$ cat config.mk
export PLATFORM = sky130hd
export DESIGN_NAME = spi_ram_bridge_flat
export DESIGN_NICKNAME = d
export VERILOG_FILES = /design/src/rtl/spi_ram_bridge_if.sv /design/src/rtl/spi_ram_bridge.sv /design/src/flat_wrapper.sv
export SDC_FILE = /design/constraint.sdc
export NUM_CORES = 2
export LEC_CHECK = 0
export ABC_AREA = 1
export CAP_MARGIN = 20
export CORE_MARGIN = 2
export CORE_UTILIZATION = 45
export DETAILED_ROUTE_END_ITERATION = 12
export REMOVE_ABC_BUFFERS = 1
export SLEW_MARGIN = 25
export SYNTH_ARGS = -nofsm -noshare
export SYNTH_HDL_FRONTEND = slang
export SYNTH_SLANG_ARGS = --single-unit
$ cat constraint.sdc
create_clock -name clk -period 5.45 [get_ports clk]
set_input_delay 1.635 -clock clk [delete_from_list [all_inputs] [get_ports clk]]
set_output_delay 1.635 -clock clk [all_outputs]
set_load 0.005 [all_outputs]
$ cat src/rtl/spi_ram_bridge_if.sv
// spi_ram_bridge_if -- serial-side signal bundle of the SPI-to-RAM bridge.
//
// Signals:
//   ss_n      : slave select, active low, frames a transaction (master -> bridge)
//   MOSI      : serial data in, MSB first                      (master -> bridge)
//   MISO      : serial data out, MSB first                     (bridge -> master)
//   busy      : high while a frame is in progress              (bridge -> master)
//   frame_err : one-cycle pulse after a frame aborted mid-field (bridge -> master)
interface spi_ram_bridge_if;
    logic ss_n;
    logic MOSI;
    logic MISO;
    logic busy;
    logic frame_err;

    modport master (output ss_n, output MOSI, input MISO, input busy, input frame_err);
    modport slave  (input ss_n, input MOSI, output MISO, output busy, output frame_err);
endinterface

$ cat src/rtl/spi_ram_bridge.sv
// spi_ram_bridge -- SPI slave in front of a single-port RAM.
//
// Frames (while ss_n is low, MSB first, all sampled on the rising clk edge):
//   cmd 00 + address : load write pointer
//   cmd 10 + address : load read pointer
//   cmd 01 + words   : write words at the write pointer
//   cmd 11           : stream words from the read pointer on MISO
//
// Ports:
//   clk  : single clock, rising edge
//   rst  : synchronous, active-high reset
//   bus  : spi_ram_bridge_if.slave (ss_n, MOSI in; MISO, busy, frame_err out)
//
// Parameters: MEM_DEPTH (words, <= 2**ADDR_W), ADDR_W, DATA_W (>= 2).
//
// Build option: define SPI_RAM_BURST_EN for burst auto-increment (back-to-back
// words in one frame). Without it a write or read frame moves exactly one word
// and then holds until ss_n rises.
module spi_ram_bridge #(
    parameter int MEM_DEPTH = 256,
    parameter int ADDR_W    = 8,
    parameter int DATA_W    = 8
) (
    input  logic            clk,
    input  logic            rst,
    spi_ram_bridge_if.slave bus
);
    localparam int IDX_W = (MEM_DEPTH > 1) ? $clog2(MEM_DEPTH) : 1;
    localparam int MAX_W = (ADDR_W > DATA_W) ? ADDR_W : DATA_W;
    localparam int CNT_W = $clog2(MAX_W + 1);

    localparam logic [CNT_W-1:0]  ADDR_LAST = CNT_W'(ADDR_W - 1);
    localparam logic [CNT_W-1:0]  DATA_LAST = CNT_W'(DATA_W - 1);
    localparam logic [CNT_W-1:0]  FETCH_BIT = CNT_W'(DATA_W - 2);
    localparam logic [ADDR_W-1:0] PTR_LAST  = ADDR_W'(MEM_DEPTH - 1);

`ifdef SPI_RAM_BURST_EN
    localparam bit BURST = 1'b1;
`else
    localparam bit BURST = 1'b0;
`endif

    typedef enum logic [2:0] {IDLE, CMD, ADDR, WRITE, RD_FETCH, RD_SHIFT} state_t;

    state_t            state, state_n;
    logic [1:0]        cmd;
    logic [CNT_W-1:0]  bit_cnt;     // bits received; in RD_SHIFT, index of the bit on MISO
    logic              hold;        // field done, ignore MOSI until ss_n rises
    logic              rd_load;     // fetched word waiting to be put on MISO
    logic [MAX_W-2:0]  in_sr;
    logic [MAX_W-1:0]  shift_in;    // received bits including the one on MOSI now
    logic [DATA_W-2:0] out_sr;      // remaining bits of the word on MISO
    logic [DATA_W-1:0] rd_data;
    logic [ADDR_W-1:0] wr_ptr, rd_ptr;
    logic              miso_q, frame_err_q;
    logic              abort, mid_field, field_last, mem_we, rd_en;
    logic [DATA_W-1:0] mem [MEM_DEPTH];

    // Pointers wrap after the last word and from any out-of-range value.
    function automatic logic [ADDR_W-1:0] ptr_inc(input logic [ADDR_W-1:0] p);
        return (p >= PTR_LAST) ? '0 : p + 1'b1;
    endfunction

    assign shift_in      = {in_sr, bus.MOSI};
    assign abort         = (state != IDLE) && bus.ss_n;
    assign bus.MISO      = miso_q;
    assign bus.busy      = (state != IDLE);
    assign bus.frame_err = frame_err_q;

    always_ff @(posedge clk) begin
        if (rst) state <= IDLE;
        else     state <= state_n;
    end

    always_comb begin
        // NOTE: every output of this block gets a default first, so no path
        // leaves one unassigned and no latch is inferred.
        state_n    = state;
        mid_field  = 1'b0;
        field_last = 1'b0;
        mem_we     = 1'b0;
        rd_en      = 1'b0;
        if (abort) begin
            state_n   = IDLE;
            // Word boundaries, the address hold and read states end cleanly.
            mid_field = (state == CMD) || (state == ADDR && !hold) ||
                        (state == WRITE && !hold && bit_cnt != '0);
        end else begin
            unique case (state)
                IDLE: if (!bus.ss_n) state_n = CMD;
                CMD: begin
                    if (bit_cnt != '0) begin
                        case ({cmd[0], bus.MOSI})
                            2'b01:   state_n = WRITE;
                            2'b11:   state_n = RD_FETCH;
                            default: state_n = ADDR;
                        endcase
                    end
                end
                ADDR: field_last = !hold && (bit_cnt == ADDR_LAST);
                WRITE: begin
                    field_last = !hold && (bit_cnt == DATA_LAST);
                    mem_we     = field_last && (wr_ptr <= PTR_LAST);
                end
                RD_FETCH: begin
                    rd_en   = 1'b1;
                    state_n = RD_SHIFT;
                end
                // Prefetch the next word while bit DATA_W-2 is on MISO.
                RD_SHIFT: rd_en = BURST && !rd_load && !hold && (bit_cnt == FETCH_BIT);
                default:  state_n = IDLE;
            endcase
        end
    end

    // NOTE: the RAM array and its read register are never reset; rst only
    // blocks a write that lands on the same edge.
    always_ff @(posedge clk) begin
        if (mem_we && !rst) mem[wr_ptr[IDX_W-1:0]] <= shift_in[DATA_W-1:0];
        if (rd_en) rd_data <= (rd_ptr <= PTR_LAST) ? mem[rd_ptr[IDX_W-1:0]] : '0;
    end

    always_ff @(posedge clk) begin
        if (rst) begin
            cmd         <= '0;
            bit_cnt     <= '0;
            hold        <= 1'b0;
            rd_load     <= 1'b0;
            in_sr       <= '0;
            out_sr      <= '0;
            wr_ptr      <= '0;
            rd_ptr      <= '0;
            miso_q      <= 1'b0;
            frame_err_q <= 1'b0;
        end else begin
            // NOTE: non-blocking assignments everywhere in clocked logic, so
            // every register sees the pre-edge value of every other register.
            frame_err_q <= mid_field;
            miso_q      <= 1'b0;
            if (abort || state == IDLE) begin
                bit_cnt <= '0;
                hold    <= 1'b0;
                rd_load <= 1'b0;
            end else begin
                case (state)
                    CMD: begin
                        cmd     <= {cmd[0], bus.MOSI};
                        bit_cnt <= (bit_cnt != '0) ? '0 : bit_cnt + 1'b1;
                    end
                    ADDR: begin
                        if (!hold) begin
                            in_sr <= shift_in[MAX_W-2:0];
                            if (field_last) begin
                                hold <= 1'b1;
                                if (cmd[1]) rd_ptr <= shift_in[ADDR_W-1:0];
                                else        wr_ptr <= shift_in[ADDR_W-1:0];
                            end else begin
                                bit_cnt <= bit_cnt + 1'b1;
                            end
                        end
                    end
                    WRITE: begin
                        if (!hold) begin
                            in_sr <= shift_in[MAX_W-2:0];
                            if (field_last) begin
                                bit_cnt <= '0;
                                hold    <= !BURST;
                                wr_ptr  <= ptr_inc(wr_ptr);
                            end else begin
                                bit_cnt <= bit_cnt + 1'b1;
                            end
                        end
                    end
                    RD_FETCH: begin
                        rd_ptr  <= ptr_inc(rd_ptr);
                        rd_load <= 1'b1;
                    end
                    RD_SHIFT: begin
                        if (rd_en) rd_ptr <= ptr_inc(rd_ptr);
                        if (rd_load || (BURST && !hold && bit_cnt == '0)) begin
                            miso_q  <= rd_data[DATA_W-1];
                            out_sr  <= rd_data[DATA_W-2:0];
                            bit_cnt <= DATA_LAST;
                            rd_load <= 1'b0;
                        end else if (bit_cnt == '0) begin
                            hold <= 1'b1;
                        end else if (!hold) begin
                            miso_q  <= out_sr[DATA_W-2];
                            out_sr  <= out_sr << 1;
                            bit_cnt <= bit_cnt - 1'b1;
                        end
                    end
                    default: ;
                endcase
            end
        end
    end
endmodule

$ cat src/flat_wrapper.sv
// flat-port wrapper written by rule: the top's interface ports become plain ports
module spi_ram_bridge_flat 
#(
    parameter int MEM_DEPTH = 256,
    parameter int ADDR_W    = 8,
    parameter int DATA_W    = 8
)
  (clk, rst, bus_ss_n, bus_MOSI, bus_MISO, bus_busy, bus_frame_err);
  spi_ram_bridge_if bus_i ();
  input  logic clk;
  input  logic rst;
  input wire logic [$bits(bus_i.ss_n)-1:0] bus_ss_n;
  input wire logic [$bits(bus_i.MOSI)-1:0] bus_MOSI;
  output wire logic [$bits(bus_i.MISO)-1:0] bus_MISO;
  output wire logic [$bits(bus_i.busy)-1:0] bus_busy;
  output wire logic [$bits(bus_i.frame_err)-1:0] bus_frame_err;
  assign bus_i.ss_n = bus_ss_n;
  assign bus_i.MOSI = bus_MOSI;
  assign bus_MISO = bus_i.MISO;
  assign bus_busy = bus_i.busy;
  assign bus_frame_err = bus_i.frame_err;
  spi_ram_bridge #(.MEM_DEPTH(MEM_DEPTH), .ADDR_W(ADDR_W), .DATA_W(DATA_W)) u_core (.clk(clk), .rst(rst), .bus(bus_i));
endmodule
==> impl_metrics.py <==
metrics = {
    "critical_path": {
        "slowest_delay_ns": 0.52,
        "crit_fanout": 9,
        "crit_arrival_ns": 4.23,
        "crit_type": "in -> reg",
        "worstSetupEndpointType": "register",
        "startpoint_type": "input port",
        "path_cells": "clkdlybuf4s50_1 > nand2_2 > inv_2 > nor2_2 > nand3_4 > nor3_4 > nand2_1 > buf_4 > nor2_1",
        "worstRegToRegCells": 13,
        "crit_slowest_cell": "clkdlybuf4s50_1",
        "cp_data_required_time_ns": 5.92,
    },
    "drt": {
        "final_antenna_net_count": 0,
        "drcViolationCount": 0,
        "wirelength_um": 250000,
        "vias": 59400,
        "wl_per_cell_um": 23.1,
        "drtIter0Drc": 6959,
        "first_pass_iters": 6,
        "drt-vias-per-instance": 5.49,
    },
    "sta": {
        "relSlewSlack_pct": 18.0,
        "worst_slew_pin_slew_ns": 1.23,
        "fin_crit_ns": 3.76,
        "max_freq_ghz": 0.266,
        "rsz0062_at_grt": "no",
        "hold_slack_ns": 0.478,
        "final.setup.worst_slack_ns": 1.69,
        "finalSetupViolCount": 0,
        "fin_crit_sh_pct": 68.9,
        "final-hold-violation-count": 0,
        "report.final.slew_viol_count": 0,
        "skew_ns": 0.0537,
    },
    "floorplanning": {
        "initial_core_util_pct": 45.2,
        "chipHeight_um": 446,
        "rows": 162,
        "dieArea_mm2": 0.199,
        "core_area_mm2": 0.195,
        "io_pins": 7,
        "die_w_um": 446,
    },
    "clock_network": {
        "cts_resized": 0,
        "clock_latency_ns": 0.86,
        "cts_tree": "done",
        "ctsHoldBuffers": 0,
        "cts.clk_slew.worst_paths_ns": 0.06,
        "clock_path_buffers": 3,
        "cts-root-buf": "clkbuf_16",
        "cts_inserted_buffers": 210,
        "cts.sinks": 2099,
        "htree_levels": 4,
        "post_cts_buffers": 0,
    },
    "pwr": {
        "ir_drop_uv": 266,
        "p_per_area_mw_per_mm2": 340,
        "p_leak_nw": 37.1,
    },
    "logic_synthesis": {
        "synthArstFlopShare_pct": 0,
        "post_synth.cell_area_avg_um2": 10.9,
        "synth_edf_count": 2056,
        "synth.top_cells.by_area": "edfxtp_1 70%, nand2_1 8.6%, nor2_1 5.8%",
        "synthCells": 8047,
        "ys_seq_area_share_pct": 71.1,
        "synth_area_leader_cell": "edfxtp_1",
        "synth_top_area_share_pct": 70.2,
        "ys_ff_latch": 2099,
        "netlist_area_mm2": 0.0880,
        "synthFlopType": "edfxtp_1",
        "yosys_warnings": 0,
        "ys_types": 38,
    },
    "global_routing": {
        "grt_max_degree": 214,
        "grt_usage_pct": 24.8,
        "antenna_found_initial": 10,
        "grt_pass1_vias": 57700,
        "grt-ovfl-total": 0,
        "grt_pass1_wl_um": 367000,
    },
    "place": {
        "post-place-ws_ns": 0.990,
        "port_buffers": 6,
        "gp_congestion": 0.917,
        "dpl_cell_area_mm2": 0.0916,
        "place_hpwl_um": 142000,
    },
    "final_layout": {
        "utilization_pct": 50.7,
        "syn_to_final_growth_pct": 12.1,
        "fill_cells": 17200,
        "num-nets-final": 8102,
        "drive_gt1_share_pct": 7.98,
        "fin_area_mm2": 0.0987,
    },
    "status": {
        "status": "finished, final reports clean",
    },
    "min_path": {
        "hp-class": "reg -> reg",
        "hold-path-cell-count": 2,
    },
    "run": {
        "maxCapViolations": 0,
    },
}
[cells in the final DEF, fill, tap and decap left out, types with 3 or more instances in the layout]
cell type	synthesis	layout
inv_6	0	3
o21ai_1	122	122
nor3_1	10	10
clkinvlp_4	0	9
clkinv_1	5	46
inv_16	0	3
ha_1	8	8
a21oi_1	132	132
o211ai_1	101	101
dfxtp_4	0	10
buf_12	1	30
buf_4	56	264
nor2_2	2	3
nand3_2	0	7
inv_1	495	492
clkdlybuf4s50_1	0	5
or2_2	6	6
dfxtp_1	43	32
edfxtp_1	2056	2056
a211oi_1	6	6
o22ai_1	4	4
inv_4	0	3
clkinv_4	0	5
bufinv_16	0	29
nand2_1	2015	2008
clkbuf_1	161	34
a31oi_1	17	17
clkinv_2	0	44
o21ai_0	556	556
diode_2	0	3
nand3_1	607	599
nor2_1	1369	1367
clkbuf_16	0	212
nor3_4	3	3
nand2_2	2	9
clkinv_8	0	6
[area by class of cell]
type,count,area [um2],area share (%)
tap,2542,3180,3.22
multi-input combinational,4975,21200,21.5
inverter,503,1910,1.94
sequential,2099,62600,63.5
clock buffer,246,5430,5.51
clock inverter,142,1600,1.62
timing repair buffer,301,2680,2.71
antenna,3,7.51,0.00761
[Yosys cell counts, types with 2 or more instances]
| cell | count |
|---|---|
| o21ai_0 | 556 |
| a21oi_1 | 132 |
| clkbuf_1 | 161 |
| clkinv_1 | 5 |
| nand2_1 | 2015 |
| inv_1 | 495 |
| edfxtp_1 | 2056 |
| buf_8 | 3 |
| ha_1 | 8 |
| xor2_1 | 2 |
| nor2_1 | 1369 |
| buf_1 | 70 |
| a211oi_1 | 6 |
| or2_2 | 6 |
| nand2_2 | 2 |
| nand4_1 | 2 |
| o21ai_1 | 122 |
| nor2_2 | 2 |
| a221oi_1 | 2 |
| buf_4 | 56 |
| o211ai_1 | 101 |
| a31oi_1 | 17 |
| nor3_4 | 3 |
| buf_6 | 22 |
| nor4_1 | 3 |
| inv_2 | 3 |
| nor3_1 | 10 |
| dfxtp_1 | 43 |
| nand3_1 | 607 |
| o22ai_1 | 4 |
| buf_2 | 157 |
[kinds of logic after synthesis]
kind of cell | synth area share, %
adders and majority gates | 0.114
DFF | 71.1
AOI/OAI and AO/OA | 5.71
and+or+nand+nor | 18.1
xor gates and xnor gates | 0.0299
buffers and inverters | 4.86
[sequential cells by signal, summed over array words and instances (netlist names)]
signal                flops
u_core.mem             2048
u_core.rd_data            8
u_core.rd_ptr             8
u_core.wr_ptr             8
u_core.in_sr              7
u_core.out_sr             7
u_core.bit_cnt            4
u_core.state              3
u_core.cmd                2
u_core.bus.MISO           1
u_core.bus.frame_err      1
u_core.hold               1
u_core.rd_load            1
[final timing paths]
| kind | slack [ns] | end | from |
|---|---|---|---|
| worst max-delay path | 1.69 | u_core.mem[147][0] | bus_ss_n |
| worst min register to register | 0.48 | u_core.out_sr[0] | u_core.out_sr[0] |
| worst max register to register | 1.80 | u_core.rd_data[1] | u_core.rd_ptr[0] |
| worst min-delay path | 0.48 | u_core.out_sr[0] | u_core.out_sr[0] |
[routing by layer]
layer	vias up	GRT usage (%)	wire length [um]
met3	411	4.05	20500
met1	29100	34.3	104000
met4	4	7.93	7110
met5	-	0	28
li1	27400	-	-
met2	2509	40.1	118000
[metrics by stage]
stage | power, mW | setup TNS, ns | cells
floorplan | 18.7 | -527.89 | 7577
global placement | 19.2 | 0 | 10400
detailed placement | 19.2 | 0 | 10400
CTS | 33.8 | 0 | 10800
global route | 34.4 | 0 | 10800
finish | 33.6 | 0 | 10800
[power breakdown]
part | total, mW | leakage [nW] | switching (mW) | internal, mW
combinational | 0.994 | 13.6 | 0.819 | 0.175
sequential | 17.9 | 20.1 | 0.0897 | 17.8
clock | 14.7 | 3.43 | 6.19 | 8.52
total | 33.6 | 37.1 | 7.10 | 26.5
[worst max-delay path: cells and delay by family]
kind / cells / cell delay [ns]
simple gates: 6 / 1.75
buf+inv: 3 / 0.82
Power figures use the tool's default switching activity.
